**config.mk**
```make
export PLATFORM = sky130hd
export DESIGN_NAME = aw_split_ctrl
export DESIGN_NICKNAME = d
export VERILOG_FILES = /design/src/rtl/aw_split_ctrl.sv
export SDC_FILE = /design/constraint.sdc
export NUM_CORES = 1
export LEC_CHECK = 0
export BUFFER_PORTS_ARGS = -buffer_cell sky130_fd_sc_hd__buf_2
export CAP_MARGIN = 15
export CORE_ASPECT_RATIO = 2
export CORE_UTILIZATION = 40
export DETAILED_ROUTE_END_ITERATION = 6
export SLEW_MARGIN = 10
export SYNTH_ARGS = -nofsm -noshare
export SYNTH_HDL_FRONTEND = slang
export SYNTH_SLANG_ARGS = --single-unit
```
**constraint.sdc**
```tcl
create_clock -name aclk -period 6.5 [get_ports aclk]
set_clock_uncertainty 0.05 [all_clocks]
set_input_delay 1.625 -clock aclk [delete_from_list [all_inputs] [get_ports aclk]]
set_output_delay 1.625 -clock aclk [all_outputs]
set_load 0.01 [all_outputs]
```
**src/rtl/aw_split_ctrl.sv**
```systemverilog
// aw_split_ctrl: write-address sequencer for the wide-to-narrow AXI data-width adapter.
//
// Accepts one slave-side AW burst, rescales it to narrow (master) beats and issues
// it as up to four master-side sub-bursts of at most 256 beats each. The first
// sub-AW handshake pushes {awid, N} into the B-response tracker.
//
// Optional feature macro: AW_SPLIT_OUTST_LIMIT_EN
//   defined   -> counts outstanding parent bursts (+1 per accept, -1 per rd_valid)
//                and holds s_awready low while the count equals MAX_OUTST.
//   undefined -> no counter; s_awready depends only on the FSM; rd_valid unused.
//
// Ports:
//   aclk, arst_n       clock, asynchronous active-low reset
//   s_aw*              slave-side AW channel (wide beats)
//   m_aw*              master-side AW channel (narrow sub-bursts)
//   m_aw_handshake     1-cycle push strobe on the first sub-AW handshake
//   total_sub_txn      number of sub-bursts N, valid with m_aw_handshake
//   rd_valid           tracker completion pulse (one parent finished)
//   err_unsupported    1-cycle pulse after accepting a non-INCR burst that needs scaling
//   busy               sequencer is issuing sub-bursts
module aw_split_ctrl #(
  parameter int unsigned ADDR_WIDTH   = 32,
  parameter int unsigned AWID_WIDTH   = 3,
  parameter int unsigned S_DATA_WIDTH = 64,
  parameter int unsigned M_DATA_WIDTH = 32,
  parameter int unsigned MAX_OUTST    = 4
) (
  input  logic                  aclk,
  input  logic                  arst_n,
  input  logic [AWID_WIDTH-1:0] s_awid,
  input  logic [ADDR_WIDTH-1:0] s_awaddr,
  input  logic [7:0]            s_awlen,
  input  logic [2:0]            s_awsize,
  input  logic [1:0]            s_awburst,
  input  logic                  s_awvalid,
  output logic                  s_awready,
  output logic [AWID_WIDTH-1:0] m_awid,
  output logic [ADDR_WIDTH-1:0] m_awaddr,
  output logic [7:0]            m_awlen,
  output logic [2:0]            m_awsize,
  output logic [1:0]            m_awburst,
  output logic                  m_awvalid,
  input  logic                  m_awready,
  output logic                  m_aw_handshake,
  output logic [2:0]            total_sub_txn,
  input  logic                  rd_valid,
  output logic                  err_unsupported,
  output logic                  busy
);

  localparam int unsigned MBytes    = M_DATA_WIDTH / 8;
  localparam int unsigned MSize     = $clog2(MBytes);
  localparam int unsigned MaxShift  = $clog2(S_DATA_WIDTH / M_DATA_WIDTH);
  // Byte distance between consecutive sub-burst start addresses (256 narrow beats).
  localparam int unsigned StrideLog = 8 + MSize;

  localparam logic [2:0]            MSizeL    = 3'(MSize);
  localparam logic [2:0]            MaxShiftL = 3'(MaxShift);
  localparam logic [ADDR_WIDTH-1:0] AlignMask = ~ADDR_WIDTH'(MBytes - 1);
  localparam logic [1:0]            BurstIncr = 2'b01;

  // Elaboration-time range checks on the configuration.
  if (MAX_OUTST < 1 || MAX_OUTST > 7) begin : g_bad_outst
    $error("MAX_OUTST must be in 1..7");
  end
  if (S_DATA_WIDTH < M_DATA_WIDTH || S_DATA_WIDTH > 4 * M_DATA_WIDTH) begin : g_bad_ratio
    $error("S_DATA_WIDTH/M_DATA_WIDTH must be 1, 2 or 4");
  end

  typedef enum logic [0:0] {
    StIdle,
    StIssue
  } state_e;

  state_e                  state_q, state_d;
  logic [AWID_WIDTH-1:0]   id_q, id_d;
  logic [ADDR_WIDTH-1:0]   addr_q, addr_d;
  logic [ADDR_WIDTH-1:0]   base_q, base_d;
  logic [7:0]              len_q, len_d;
  logic [2:0]              size_q, size_d;
  logic [1:0]              burst_q, burst_d;
  logic [2:0]              n_q, n_d;
  logic [2:0]              k_q, k_d;
  logic [10:0]             rem_q, rem_d;
  logic                    err_q, err_d;
  logic                    ready_en_q;

  logic                    outst_ok;
  logic                    s_hs;
  logic                    m_hs;

  // ---------------------------------------------------------------------------
  // Accept-side burst scaling
  // ---------------------------------------------------------------------------
  logic                    size_gt;
  logic [2:0]              shift;
  logic [10:0]             beats;
  logic                    unsplit;
  logic [2:0]              n_calc;
  logic [7:0]              len_calc;
  logic [2:0]              size_calc;

  assign size_gt = s_awsize > MSizeL;

  // Clamp so an out-of-range s_awsize cannot overflow the beat count.
  always_comb begin
    shift = 3'd0;
    if (size_gt) begin
      shift = s_awsize - MSizeL;
      if (shift > MaxShiftL) begin
        shift = MaxShiftL;
      end
    end
  end

  assign beats     = ({3'b000, s_awlen} + 11'd1) << shift;
  // FIXED/WRAP bursts cannot be rescaled; they go out untouched as one sub-burst.
  assign unsplit   = (s_awburst != BurstIncr) && size_gt;
  assign n_calc    = unsplit ? 3'd1 : 3'((beats + 11'd255) >> 8);
  assign len_calc  = unsplit ? s_awlen
                   : (beats > 11'd256) ? 8'd255 : 8'(beats - 11'd1);
  assign size_calc = (size_gt && !unsplit) ? MSizeL : s_awsize;

  // ---------------------------------------------------------------------------
  // Issue-side sub-burst sequencing
  // ---------------------------------------------------------------------------
  logic                    last_sub;
  logic [2:0]              k_next;
  logic [10:0]             rem_next;
  logic [7:0]              len_next;
  logic [ADDR_WIDTH-1:0]   addr_next;

  assign last_sub  = (k_q + 3'd1) == n_q;
  assign k_next    = k_q + 3'd1;
  // A non-last sub-burst always carries exactly 256 beats.
  assign rem_next  = rem_q - 11'd256;
  assign len_next  = (rem_next > 11'd256) ? 8'd255 : 8'(rem_next - 11'd1);
  assign addr_next = base_q + (ADDR_WIDTH'(k_next) << StrideLog);

  // ---------------------------------------------------------------------------
  // Outstanding parent limit
  // ---------------------------------------------------------------------------
`ifdef AW_SPLIT_OUTST_LIMIT_EN
  logic [2:0] outst_q, outst_d;
  logic       rd_dec;

  // A completion with nothing outstanding is a tracker glitch; ignore it.
  assign rd_dec = rd_valid && (outst_q != 3'd0);

  always_comb begin
    outst_d = outst_q;
    if (s_hs && !rd_dec) begin
      outst_d = outst_q + 3'd1;
    end else if (!s_hs && rd_dec) begin
      outst_d = outst_q - 3'd1;
    end
  end

  always_ff @(posedge aclk or negedge arst_n) begin
    if (!arst_n) begin
      outst_q <= 3'd0;
    end else begin
      outst_q <= outst_d;
    end
  end

  assign outst_ok = outst_q < 3'(MAX_OUTST);
`else
  logic unused_rd_valid;
  assign unused_rd_valid = rd_valid;
  assign outst_ok        = 1'b1;
`endif

  // ---------------------------------------------------------------------------
  // FSM
  // ---------------------------------------------------------------------------
  // ready_en_q keeps s_awready low for the first cycle out of reset.
  assign s_awready = ready_en_q && (state_q == StIdle) && outst_ok;
  assign m_awvalid = state_q == StIssue;
  assign busy      = state_q != StIdle;
  assign s_hs      = s_awvalid && s_awready;
  assign m_hs      = m_awvalid && m_awready;

  always_comb begin
    state_d = state_q;
    id_d    = id_q;
    addr_d  = addr_q;
    base_d  = base_q;
    len_d   = len_q;
    size_d  = size_q;
    burst_d = burst_q;
    n_d     = n_q;
    k_d     = k_q;
    rem_d   = rem_q;
    err_d   = 1'b0;
    unique case (state_q)
      StIdle: begin
        if (s_hs) begin
          state_d = StIssue;
          id_d    = s_awid;
          addr_d  = s_awaddr;
          base_d  = s_awaddr & AlignMask;
          len_d   = len_calc;
          size_d  = size_calc;
          burst_d = s_awburst;
          n_d     = n_calc;
          k_d     = 3'd0;
          rem_d   = beats;
          err_d   = unsplit;
        end
      end
      StIssue: begin
        if (m_hs) begin
          if (last_sub) begin
            state_d = StIdle;
          end else begin
            k_d    = k_next;
            rem_d  = rem_next;
            addr_d = addr_next;
            len_d  = len_next;
          end
        end
      end
    endcase
  end

  always_ff @(posedge aclk or negedge arst_n) begin
    if (!arst_n) begin
      state_q    <= StIdle;
      id_q       <= '0;
      addr_q     <= '0;
      base_q     <= '0;
      len_q      <= '0;
      size_q     <= '0;
      burst_q    <= '0;
      n_q        <= '0;
      k_q        <= '0;
      rem_q      <= '0;
      err_q      <= 1'b0;
      ready_en_q <= 1'b0;
    end else begin
      state_q    <= state_d;
      id_q       <= id_d;
      addr_q     <= addr_d;
      base_q     <= base_d;
      len_q      <= len_d;
      size_q     <= size_d;
      burst_q    <= burst_d;
      n_q        <= n_d;
      k_q        <= k_d;
      rem_q      <= rem_d;
      err_q      <= err_d;
      ready_en_q <= 1'b1;
    end
  end

  assign m_awid          = id_q;
  assign m_awaddr        = addr_q;
  assign m_awlen         = len_q;
  assign m_awsize        = size_q;
  assign m_awburst       = burst_q;
  assign err_unsupported = err_q;
  // Tracker push: only the first sub-burst handshake of a parent.
  assign m_aw_handshake  = m_hs && (k_q == 3'd0);
  assign total_sub_txn   = m_aw_handshake ? n_q : 3'd0;

endmodule

```
After elaboration in Yosys (flattened, before gate mapping) --
Cells that the tools add are included.
Word-level totals: flip-flop bits (word level) 98, latch bits 0, bits in writable memories 0, bits in read-only memories 0, bits of input ports 53, output and inout bits 56, word-level logic and storage cells 71, memories kept 0
Cells by class: $add $sub $neg 8, $mul 0, divide/modulo/power cells 0, $lt $le $gt $ge 4, equal/unequal tests 5, shift operators 1, mux-type cells 30, bitwise logic cells 1, reduce and logical (&&, ||, !) cells 10
Operators by type and width (count):
- 2-to-1 mux 32 bit | 3
- one-hot mux 32 bit (2 select lines) | 1
- 2-to-1 mux 8 bit | 6
- 2-to-1 mux 11 bit | 3
- adder 32 x 13 -> 32 bit | 1
- 2-to-1 mux 3 bit | 8
- > comparator 11 x 9 -> 1 bit (second input constant) | 2
- one-hot mux 11 bit (2 select lines) | 1
- one-hot mux 8 bit (2 select lines) | 1
- subtractor 8 x 1 -> 8 bit (second input constant) | 2
- adder 11 x 8 -> 11 bit (second input constant) | 1
- << shifter 9 x 3 -> 11 bit | 1
- subtractor 11 x 9 -> 11 bit (second input constant) | 1
- adder 8 x 1 -> 9 bit (second input constant) | 1
- logical AND 1 bit | 6
- one-hot mux 3 bit (2 select lines) | 1
- 2-to-1 mux 1 bit | 5
- != test 2 x 1 -> 1 bit (second input constant) | 2
- != test 2 bit (second input constant) | 2
- adder 3 x 1 -> 3 bit (second input constant) | 1
- == test 3 bit | 1
- > comparator 3 x 1 -> 1 bit (second input constant) | 1
- > comparator 3 x 2 -> 1 bit (second input constant) | 1
- zero test 3 bit | 1
- other kinds (6) | 6

Depth between registers and ports, before layout --
Gate-level depths: netlist (run 1).
depth after elaboration 10, mapped depth 14, gate-level depth less buffers 12

Worst setup path before layout (run 1) --
No wires, ideal clock.
path kind input -> output, from input m_awready, to output total_sub_txn[0], arrival 2.544 ns, required time 4.825 ns, slack 2.281 ns, stages on the path 3, buffers on the path 0, path through inv_1 > nor4b_1 > and2_1
On the way: longest elaborated chain between the ends 3
RTL lines:
- from (decl) | RTL line 43 | input logic m_awready,
- logical AND 1 bit | RTL line 182 | assign m_hs = m_awvalid && m_awready;
- logical AND 1 bit | RTL line 264 | assign m_aw_handshake = m_hs && (k_q == 3'd0);
- via m_aw_handshake | RTL line 44 | output logic m_aw_handshake,
- 2-to-1 mux 3 bit | RTL line 265 | assign total_sub_txn = m_aw_handshake ? n_q : 3'd0;
- to (decl) | RTL line 45 | output logic [2:0] total_sub_txn,
The timed path passes the listed nets, and every way through them passes these cells.

Worst setup path after layout (run 1) --
from input s_awsize[1], to register len_q[4] (netlist: m_awlen[4])
On the way: longest elaborated chain between the ends 10, elaborated cells on any way between the ends 13, those cells by class add/sub (2); order compare (3); shift (1); mux (6); reduce/logical (1)
RTL lines:
- from (decl) | RTL line 33 | input logic [2:0] s_awsize,
- subtractor 3 x 2 -> 3 bit | RTL line 109 | shift = s_awsize - MSizeL;
- > comparator 3 x 1 -> 1 bit | RTL line 110 | if (shift > MaxShiftL) begin
- 2-to-1 mux 3 bit | RTL line 110
- 2-to-1 mux 3 bit | RTL line 108 | if (size_gt) begin
- << shifter 9 x 3 -> 11 bit | RTL line 116 | assign beats = ({3'b000, s_awlen} + 11'd1) << shift;
- > comparator 11 x 9 -> 1 bit or subtractor 8 x 1 -> 8 bit (tied branches) | RTL line 121 | : (beats > 11'd256) ? 8'd255 : 8'(beats - 11'd1);
- 2-to-1 mux 8 bit | RTL line 121
- 2-to-1 mux 8 bit (*) | RTL line 120 | assign len_calc = unsplit ? s_awlen
- 2-to-1 mux 8 bit (*) | RTL line 198 | if (s_hs) begin
- one-hot mux 8 bit (2 select lines) (*) | RTL line 196 | unique case (state_q)
- to (signal assigned) | RTL line 246 | len_q <= len_d;
- to (decl) | RTL line 79 | logic [7:0] len_q, len_d;
Every way passes the cells marked *; elsewhere a longest branch is shown, timed or not. The select of a mux whose other input is x is not followed. A chain may end at the register's enable or synchronous reset.

==> impl_metrics.json, run 1 <==
{
  "post_cts_hold_buffer_count": 0,
  "detailed_place_hpwl_um": 12000,
  "power.density_cell_area_mw_per_mm2": 465,
  "sw_frac_of_total_pct": 43.3,
  "die_height_um": 171,
  "globalRouteOverflowTotal": 0,
  "totalNegativeSetupSlack_ns": 0,
  "r2r_end": "m_awlen[2]",
  "clk_latency_ns": 0.34,
  "regToRegStartpoint": "busy",
  "outcome": "finished, final reports clean",
  "fin_crit_sh_pct": 71.4,
  "synth_async_sr_flop_share_pct": 100,
  "final-instance-count-excl-fill": 961,
  "critPathMaxFanout": 12,
  "cts_tree": "yes",
  "drt.antenna.violating_nets": 0,
  "p_total_mw": 3.12,
  "final_area_mm2": 0.00671,
  "top_signal_layer_used": "met4",
  "layout.filler_cells": 1420,
  "grt_pass1_wl_um": 25500,
  "grt_max_degree": 78,
  "synth_nets": 744,
  "clock_sink_count": 98,
  "routedWlPerCell_um": 16.6,
  "p_seq_share_pct": 35.7,
  "routed_length_on_met2_um": 8880,
  "cp_required_ns": 6.66,
  "wl_met3_um": 414,
  "syn-cell-area_mm2": 0.00574,
  "placeableCoreArea_mm2": 0.0140,
  "num_rows": 61,
  "routed_via_density": 5.32,
  "achievable_clock_frequency_ghz": 0.216,
  "metal_1_wl_um": 5760,
  "clk_transition_reported_paths_ns": 0.07,
  "clockRootBuffer": "sky130_fd_sc_hd__clkbuf_16",
  "cp_endpoint": "m_awlen[4]",
  "place_area_mm2": 0.00643,
  "p_sw_mw": 1.35,
  "hold_path.class": "reg -> reg",
  "die_area_mm2": 0.0149,
  "grt_usage_pct": 22.5,
  "power.clock.fraction_pct": 16.3,
  "number_of_global_route_vias_before_repair": 5220,
  "cts-htree-levels": 3,
  "num_io_pins": 109,
  "final_nets": 835,
  "port_buffers": 107,
  "worst_slew_pin_slew_ns": 1.01,
  "vias": 5110,
  "startpoint": "s_awsize[1]",
  "ys_seq_elements": 98,
  "flow.area_growth_from_synthesis_pct": 17.0,
  "yosys_most_used_dff": "sky130_fd_sc_hd__dfrtp_1",
  "gpl.final_weighted_congestion": 0.907,
  "layout_min_cycle_time_ns": 4.64,
  "remaining_drc_errors": 0,
  "synth_top_area_cell": "sky130_fd_sc_hd__dfrtp_1",
  "reg2reg_setup_slack_ns": 3.32,
  "report.final.setup_viol": 0,
  "combinational_group_share_of_total_power_pct": 48.0,
  "cts-buffers-inserted": 9,
  "ctsLongestPathBuffers": 2,
  "leakage_nw": 3.24,
  "worst_ir_drop_vdd_mv": 0.177,
  "top_area_cells_in_the_synthesized_netlist": "sky130_fd_sc_hd__dfrtp_1, sky130_fd_sc_hd__nand2_1, sky130_fd_sc_hd__o21ai_0",
  "end_kind": "register",
  "cts_setup_buffers": 0,
  "edff_count_synth": 0,
  "p_int_mw": 1.77,
  "ys_seq_area_share_pct": 42.7,
  "num_antenna_cells": 0,
  "layout-drive-gt1-share_pct": 19.6,
  "rsz0062_at_grt": "false",
  "worstRegToRegCells": 8,
  "hold_viol_final": 0,
  "worst-setup-path-type": "in -> reg",
  "cts.repair.resized": 0,
  "initial_standard_cell_utilization_of_the_core_pct": 41.1,
  "synth_cells": 676,
  "worstPathArrival_ns": 4.80,
  "grt_antenna_before_repair": 0,
  "drt-initial-drc-count": 171,
  "horiz_die_dim_um": 86.7,
  "maxSlewViolCount": 0,
  "synthMostInstantiatedCell": "sky130_fd_sc_hd__nand2_1",
  "detailed_route_wire_length_um": 16000,
  "timing.max_slew.rel_slack_pct": 32.9,
  "yosys-top-cells-count": "sky130_fd_sc_hd__nand2_1, sky130_fd_sc_hd__dfrtp_1, sky130_fd_sc_hd__o21ai_0",
  "sort_of_element_at_the_start_of_the_critical_path": "input port",
  "syn_avg_cell_area_um2": 8.49,
  "drt_first_pass_iters": 4,
  "number_of_different_library_cells_in_the_post_synthesis_netlist": 69,
  "place_inst": 945,
  "total_of_max_cap_violations": 0,
  "synth_warnings": 0,
  "synthDominantCellAreaShare_pct": 42.7
}
-- layer usage --
layer	vias up	global-route usage, %
met5	-	0
met1	2439	21.9
met2	118	43.2
met4	0	14.5
met3	45	2.74
li1	2508	-
-- power groups by stage --
stage | clock network (mW) | registers [mW] | logic, mW
after global placement | 0 | 1.11 | 1.48
final | 0.509 | 1.11 | 1.50
after floorplan | 0 | 1.15 | 0.996
after CTS | 0.522 | 1.12 | 1.52
after global routing | 0.544 | 1.15 | 1.69
after detailed placement | 0 | 1.13 | 1.51
-- worst min path at each step --
| stage | start | cells after the start | end | slack [ns] |
|---|---|---|---|---|
| floorplan | base_q[2] | 2 | base_q[2] | 0.40 |
| global placement | m_awaddr[29] | 2 | m_awaddr[29] | 0.41 |
| detailed placement | m_awid[1] | 2 | m_awid[1] | 0.41 |
| CTS | m_awid[1] | 2 | m_awid[1] | 0.43 |
| global route | base_q[3] | 2 | base_q[3] | 0.45 |
| finish | m_awburst[0] | 2 | m_awburst[0] | 0.42 |
-- through the flow --
stage / hold WS [ns] / worst slack, ns / util (%)
after floorplan: 0.395 / 2.28 / -
final: 0.422 / 1.86 / 48.1
after global routing: 0.449 / 1.71 / 48.1
after CTS: 0.429 / 1.94 / 48.1
after global placement: 0.407 / 1.59 / 46.1
after detailed placement: 0.412 / 1.58 / 46.1
-- critical path: stages --
cell and delay [ns]:
sky130_fd_sc_hd__buf_2 0.20, sky130_fd_sc_hd__inv_1 0.16, sky130_fd_sc_hd__ha_1 0.33, sky130_fd_sc_hd__or2_4 0.29, sky130_fd_sc_hd__o21ai_2 0.42, sky130_fd_sc_hd__a22oi_1 0.17, sky130_fd_sc_hd__o21ai_1 0.25, sky130_fd_sc_hd__o211ai_1 0.30
sky130_fd_sc_hd__or3b_2 0.59, sky130_fd_sc_hd__a211oi_1 0.30, sky130_fd_sc_hd__o221ai_1 0.17
-- layout by cell type, fill, tap and decap left out, drive strengths merged, types with 4 or more instances in the layout --
master	count
nand2	196
ha	14
dfrtp	98
or4	4
and3	8
and2	9
clkbuf	10
o22ai	4
nand3	19
and4	4
nor3	8
nor2	27
nor4	4
buf	113
o21ai	62
xor2	25
a31oi	8
nand4	9
a21o	6
o211ai	6
a211oi	6
a22o	5
xnor2	14
a21oi	28
mux2i	16
clkinv	7
or3	4
inv	14
nor2b	6
-- kinds of logic after synthesis --
logic type / after synthesis / share of synthesized area (%)
flip-flops: 98 / 42.7
AO/OA/AOI/OAI: 149 / 16.7
buffers and inverters: 48 / 3.55
other: 1 / 0.0653
multiplexers: 16 / 2.79
adder cells (fa/ha/maj): 15 / 3.40
XOR/XNOR: 40 / 6.34
AND/OR/NAND/NOR: 309 / 24.5
-- sequential cells by signal, indices dropped and copies added, names as in the netlist --
name and count:
m_awaddr 32, base_q 30, rem_q 11, m_awlen 8
k_q 3, m_awid 3, m_awsize 3, n_q 3
m_awburst 2, busy 1, err_unsupported 1, ready_en_q 1
-- final cells by class --
class                   count  area (um^2)  share of cell area, %
flip-flops and latches     98         2450                   36.5
clock buffers              10          239                   3.56
clock inverters             6         41.3                  0.615
well taps                 189          236                   3.52
repair buffers            113          583                   8.68
inverters                  15         56.3                  0.839
multi-input cells         530         3100                   46.2
No activity file was read; power rests on OpenSTA's default activity.
==> run 2, diff against run 1 <==
==> constraint.sdc (replaced) <==
create_clock -name aclk -period 4.8 [get_ports aclk]
set_clock_uncertainty 0.05 [all_clocks]
set_input_delay 1.2 -clock aclk [delete_from_list [all_inputs] [get_ports aclk]]
set_output_delay 1.2 -clock aclk [all_outputs]
set_load 0.01 [all_outputs]
==> run 2 against run 1 <==
  * Power rose by 36%
  * Cell count grew 0.42%
  * Sequential power increased by 36%
  * Largest power group unchanged
  * Flip-flop and latch count unchanged
  * Critical path depth is the same
  * Design area increased by 0.45%
  * Critical endpoint unchanged
==> impl_metrics.json, run 2 (synthesized netlist as in run 1, its figures left out) <==
{
  "outcome": "finished, final reports clean",
  "detailedPlace.worstSlack_ns": 0.310,
  "cts.repair.resized": 0,
  "hold_viol_final": 0,
  "worstPathArrival_ns": 4.32,
  "die_area_mm2": 0.0149,
  "drt_first_pass_iters": 5,
  "worst_ir_drop_vdd_mv": 0.304,
  "finalWorstSetupSlack_ns": 0.642,
  "clock_sink_count": 98,
  "num_io_pins": 109,
  "worst-setup-path-type": "in -> reg",
  "regToRegStartpoint": "k_q[0]",
  "clockRootBuffer": "sky130_fd_sc_hd__clkbuf_16",
  "hold_path.class": "reg -> reg",
  "totalNegativeSetupSlack_ns": 0,
  "cts-htree-levels": 3,
  "gpl.final_weighted_congestion": 0.909,
  "grt_pass1_wl_um": 25700,
  "ctsLongestPathBuffers": 2,
  "remaining_drc_errors": 0,
  "final_nets": 839,
  "hold-path-cell-count": 2,
  "cts-buffers-inserted": 9,
  "flow.area_growth_from_synthesis_pct": 17.5,
  "timing.max_slew.rel_slack_pct": 46.3,
  "grt_usage_pct": 22.9,
  "maxSlewViolCount": 0,
  "detailed_place_hpwl_um": 12300,
  "rsz0062_at_grt": "false",
  "initial_standard_cell_utilization_of_the_core_pct": 41.1,
  "num_rows": 61,
  "r2r_end": "m_awaddr[31]",
  "detailed_route_wire_length_um": 16000,
  "startpoint_of_the_lowest_slack_hold_path": "m_awaddr[31]",
  "place_inst": 949,
  "fin_crit_sh_pct": 86.6,
  "worstRegToRegCells": 11,
  "final-instance-count-excl-fill": 965,
  "cp_required_ns": 4.96,
  "post_cts_hold_buffer_count": 0,
  "layout-drive-gt1-share_pct": 19.8,
  "most_common_cell_after_layout_fill_and_taps_aside": "sky130_fd_sc_hd__nand2_1",
  "grt_antenna_before_repair": 0,
  "port_buffers": 107,
  "routed_via_density": 5.35,
  "post-route-util_pct": 48.3,
  "routedWlPerCell_um": 16.6,
  "globalRouteOverflowTotal": 0,
  "num_antenna_cells": 0,
  "clk_transition_reported_paths_ns": 0.07,
  "startpoint": "s_awsize[1]",
  "drt.antenna.violating_nets": 0,
  "vias": 5166,
  "placeableCoreArea_mm2": 0.0140,
  "reg2reg_setup_slack_ns": 1.84,
  "layout_min_cycle_time_ns": 4.16,
  "power.density_cell_area_mw_per_mm2": 629,
  "largest_register_ff_count": 32,
  "critPathMaxFanout": 12,
  "end_kind": "register",
  "cts_setup_buffers": 0,
  "min_to": "m_awaddr[31]",
  "total_of_max_cap_violations": 0,
  "cts_tree": "yes",
  "clk_latency_ns": 0.36,
  "grt_max_degree": 66,
  "report.final.setup_viol": 0,
  "drt-initial-drc-count": 184,
  "number_of_global_route_vias_before_repair": 5149,
  "layout_common_cells": "sky130_fd_sc_hd__nand2_1, sky130_fd_sc_hd__buf_2, sky130_fd_sc_hd__dfrtp_1",
  "horiz_die_dim_um": 86.7,
  "achievable_clock_frequency_ghz": 0.241,
  "leakage_nw": 3.24,
  "die_height_um": 171,
  "sort_of_element_at_the_start_of_the_critical_path": "input port",
  "worst_slew_pin_slew_ns": 0.800
}
==> run 2: cell count changes in the layout (fill, tap and decap cells not counted), sizes merged <==
cell	delta
clkinv	-4
inv	+1
clkinvlp	+3
buf	+4
==> run 2: area by class of cell <==
type	count	area, um^2
well taps	189	236
clock buffers	10	229
fillers	1396	7220
flip-flops and latches	98	2450
repair buffers	117	613
inverters	15	56.3
multi-input cells	530	3100
clock inverters	6	51.3
==> run 2: where the power goes <==
| group | internal [mW] | switching (mW) | total (mW) |
|---|---|---|---|
| clock | 0.358 | 0.335 | 0.693 |
| combinational | 0.827 | 1.21 | 2.04 |
| sequential | 1.21 | 0.297 | 1.51 |
==> run 2: critical path, cell delays in order <==
cell and delay [ns]:
sky130_fd_sc_hd__buf_2 0.19, sky130_fd_sc_hd__inv_1 0.16, sky130_fd_sc_hd__ha_1 0.33, sky130_fd_sc_hd__or2_4 0.28, sky130_fd_sc_hd__o21ai_2 0.40, sky130_fd_sc_hd__a22oi_1 0.17, sky130_fd_sc_hd__o21ai_1 0.27, sky130_fd_sc_hd__o211ai_1 0.29
sky130_fd_sc_hd__or3b_2 0.58, sky130_fd_sc_hd__a211oi_1 0.27, sky130_fd_sc_hd__o221ai_1 0.16
==> run 2: per-stage QoR <==
stage	instance area [um^2]	power [mW]	hold WS, ns
2_1_floorplan	5740	2.90	0.395
3_3_place_gp	6460	3.50	0.407
3_5_place_dp	6460	3.58	0.413
4_1_cts	6740	4.29	0.430
5_1_grt	6740	4.62	0.451
6_report	6740	4.24	0.422
==> run 2: routing by layer <==
layer	global-route usage (%)	wire, um	vias to the layer above
li1	-	-	2522
met4	14.3	882	0
met2	45.3	9140	132
met5	0	0	-
met1	21.5	5500	2461
met3	2.45	455	51
==> run 2: worst max-delay path by stage <==
stage	end	slack (ns)	depth (start not counted)
5_1_grt	m_awlen[4]	0.46	11
3_5_place_dp	m_awlen[4]	0.31	11
3_3_place_gp	m_awlen[4]	0.36	11
6_report	m_awlen[4]	0.64	11
4_1_cts	m_awlen[4]	0.67	11
2_1_floorplan	m_awlen[4]	1.02	11
==> run 3, diff against run 2 <==
--- a/config.mk
+++ b/config.mk
@@ -9,6 +9,8 @@
 export CAP_MARGIN = 15
 export CORE_ASPECT_RATIO = 2
 export CORE_UTILIZATION = 40
+export CTS_BUF_LIST = sky130_fd_sc_hd__clkbuf_8
+export CTS_CLUSTER_SIZE = 24
 export DETAILED_ROUTE_END_ITERATION = 6
 export SLEW_MARGIN = 10
 export SYNTH_ARGS = -nofsm -noshare
==> run 3 against run 2 <==
  * Clock-buffer cell count is 1 lower
  * Global-route usage barely moved
  * Sequential share of layout area increased by 0.56 points
  * Combinational power barely moved
  * Maximum frequency rose by 0.89%
  * Design area decreased by 1.5%
  * Die area unchanged
==> impl_metrics.json, run 3 (synthesized netlist as in run 1, its figures left out) <==
{
  "outcome": "finished, final reports clean",
  "num_io_pins": 109,
  "post_cts_hold_buffer_count": 0,
  "sort_of_element_at_the_start_of_the_critical_path": "input port",
  "most_common_cell_after_layout_fill_and_taps_aside": "sky130_fd_sc_hd__nand2_1",
  "cpMaxStageDelayCell": "sky130_fd_sc_hd__or3b_2",
  "fin_crit_sh_pct": 85.9,
  "die_area_mm2": 0.0149,
  "worst-setup-path-type": "in -> reg",
  "cp_required_ns": 4.99,
  "layout_common_cells": "sky130_fd_sc_hd__nand2_1, sky130_fd_sc_hd__buf_2, sky130_fd_sc_hd__dfrtp_1",
  "placeableCoreArea_mm2": 0.0140,
  "cts-htree-levels": 3,
  "worstPathCellList": "buf_2 -> inv_1 -> ha_1 -> or2_4 -> o21ai_2 -> a22oi_1 -> o21ai_1 -> o211ai_1 -> or3b_2 -> a211oi_1 -> o221ai_1",
  "remaining_drc_errors": 0,
  "num_antenna_cells": 0,
  "clock_sink_count": 98,
  "layout-drive-gt1-share_pct": 19.8,
  "critical_path.max_stage_delay_ns": 0.58,
  "grt_usage_pct": 22.8,
  "grt_max_degree": 66,
  "drt_first_pass_iters": 4,
  "flow.area_growth_from_synthesis_pct": 15.7,
  "ctsLongestPathBuffers": 2,
  "horiz_die_dim_um": 86.7,
  "end_kind": "register",
  "layout_min_cycle_time_ns": 4.12,
  "finalWorstSetupSlack_ns": 0.679,
  "timing.max_slew.rel_slack_pct": 46.4,
  "rsz0062_at_grt": "false",
  "drt-initial-drc-count": 148,
  "cts_tree": "yes",
  "largest_register_ff_count": 32,
  "detailed_route_wire_length_um": 16000,
  "die_height_um": 171,
  "number_of_global_route_vias_before_repair": 5147,
  "vias": 5157,
  "report.final.setup_viol": 0,
  "totalNegativeSetupSlack_ns": 0,
  "worst_slew_pin_slew_ns": 0.800,
  "final_nets": 839,
  "initial_standard_cell_utilization_of_the_core_pct": 41.1,
  "grt_antenna_before_repair": 0,
  "drt.antenna.violating_nets": 0,
  "cts.repair.resized": 0,
  "clk_transition_reported_paths_ns": 0.10,
  "globalRouteOverflowTotal": 0,
  "worstPathArrival_ns": 4.31,
  "leakage_nw": 3.20,
  "hold_viol_final": 0,
  "cts-buffers-inserted": 9,
  "total_of_max_cap_violations": 0,
  "detailed_place_hpwl_um": 12300,
  "clockRootBuffer": "sky130_fd_sc_hd__clkbuf_8",
  "routedWlPerCell_um": 16.6,
  "gpl.final_weighted_congestion": 0.909,
  "cts_setup_buffers": 0,
  "detailedPlace.worstSlack_ns": 0.310,
  "worst_ir_drop_vdd_mv": 0.305,
  "clk_latency_ns": 0.38,
  "grt_pass1_wl_um": 25700,
  "hold_path.class": "reg -> reg",
  "port_buffers": 107,
  "achievable_clock_frequency_ghz": 0.243,
  "routed_via_density": 5.34,
  "maxSlewViolCount": 0,
  "num_rows": 61,
  "critPathMaxFanout": 12,
  "power.density_cell_area_mw_per_mm2": 610
}
run 3: cell types whose count changed in the layout (fill, tap and decap cells not counted):
cell                        before  now
sky130_fd_sc_hd__clkbuf_8        0    9
sky130_fd_sc_hd__clkbuf_16       9    0
sky130_fd_sc_hd__inv_1          13   14
sky130_fd_sc_hd__clkbuf_1        1    0
run 3: worst paths after layout:
path	startpoint	to	slack (ns)	cells after the start
min in group asynchronous	arst_n	base_q[3]	0.67	1
max reg2reg	k_q[0]	m_awaddr[31]	1.81	11
min reg2reg	m_awaddr[31]	m_awaddr[31]	0.43	2
min	m_awaddr[31]	m_awaddr[31]	0.43	2
max	s_awsize[1]	m_awlen[4]	0.68	11
max in group asynchronous	arst_n	base_q[22]	3.09	2
run 3: worst max-delay path: cells and delay by family:
family / cells / cell delay, ns
compound gates: 6 / 1.56
fa+ha+maj: 1 / 0.33
buf+inv: 2 / 0.35
simple gates: 2 / 0.86
run 3: cell type report:
type / count / area (um^2)
sequential: 98 / 2450
tap: 189 / 236
timing repair buffer: 117 / 613
clock buffer: 9 / 124
multi-input combinational: 530 / 3100
fill: 1413 / 7320
clock inverter: 7 / 55.1
inverter: 15 / 56.3
run 3: stage by stage:
step / std cells / util (%) / hold WS (ns) / instance area (um^2) / total power [mW]
final: 965 / 47.6 / 0.430 / 6640 / 4.05
after global routing: 965 / 47.6 / 0.460 / 6640 / 4.44
after CTS: 965 / 47.6 / 0.437 / 6640 / 4.10
after detailed placement: 949 / 46.3 / 0.413 / 6460 / 3.58
after global placement: 949 / 46.3 / 0.407 / 6460 / 3.50
after floorplan: 676 / - / 0.395 / 5740 / 2.90
run 3: power breakdown:
group          switching [mW]  internal, mW  total (mW)
clock                   0.315         0.193       0.508
sequential              0.296          1.21        1.51
combinational            1.21         0.827        2.03
total                    1.82          2.23        4.05
run 3: routing by layer:
metal	global-route usage [%]	vias up	routed length, um	share of wire (%)
li1	-	2522	-	-
met1	21.6	2468	5470	34
met2	45.3	124	9280	58
met3	2.45	43	453	2.8
met4	14.1	0	777	4.9
met5	0	-	0	0
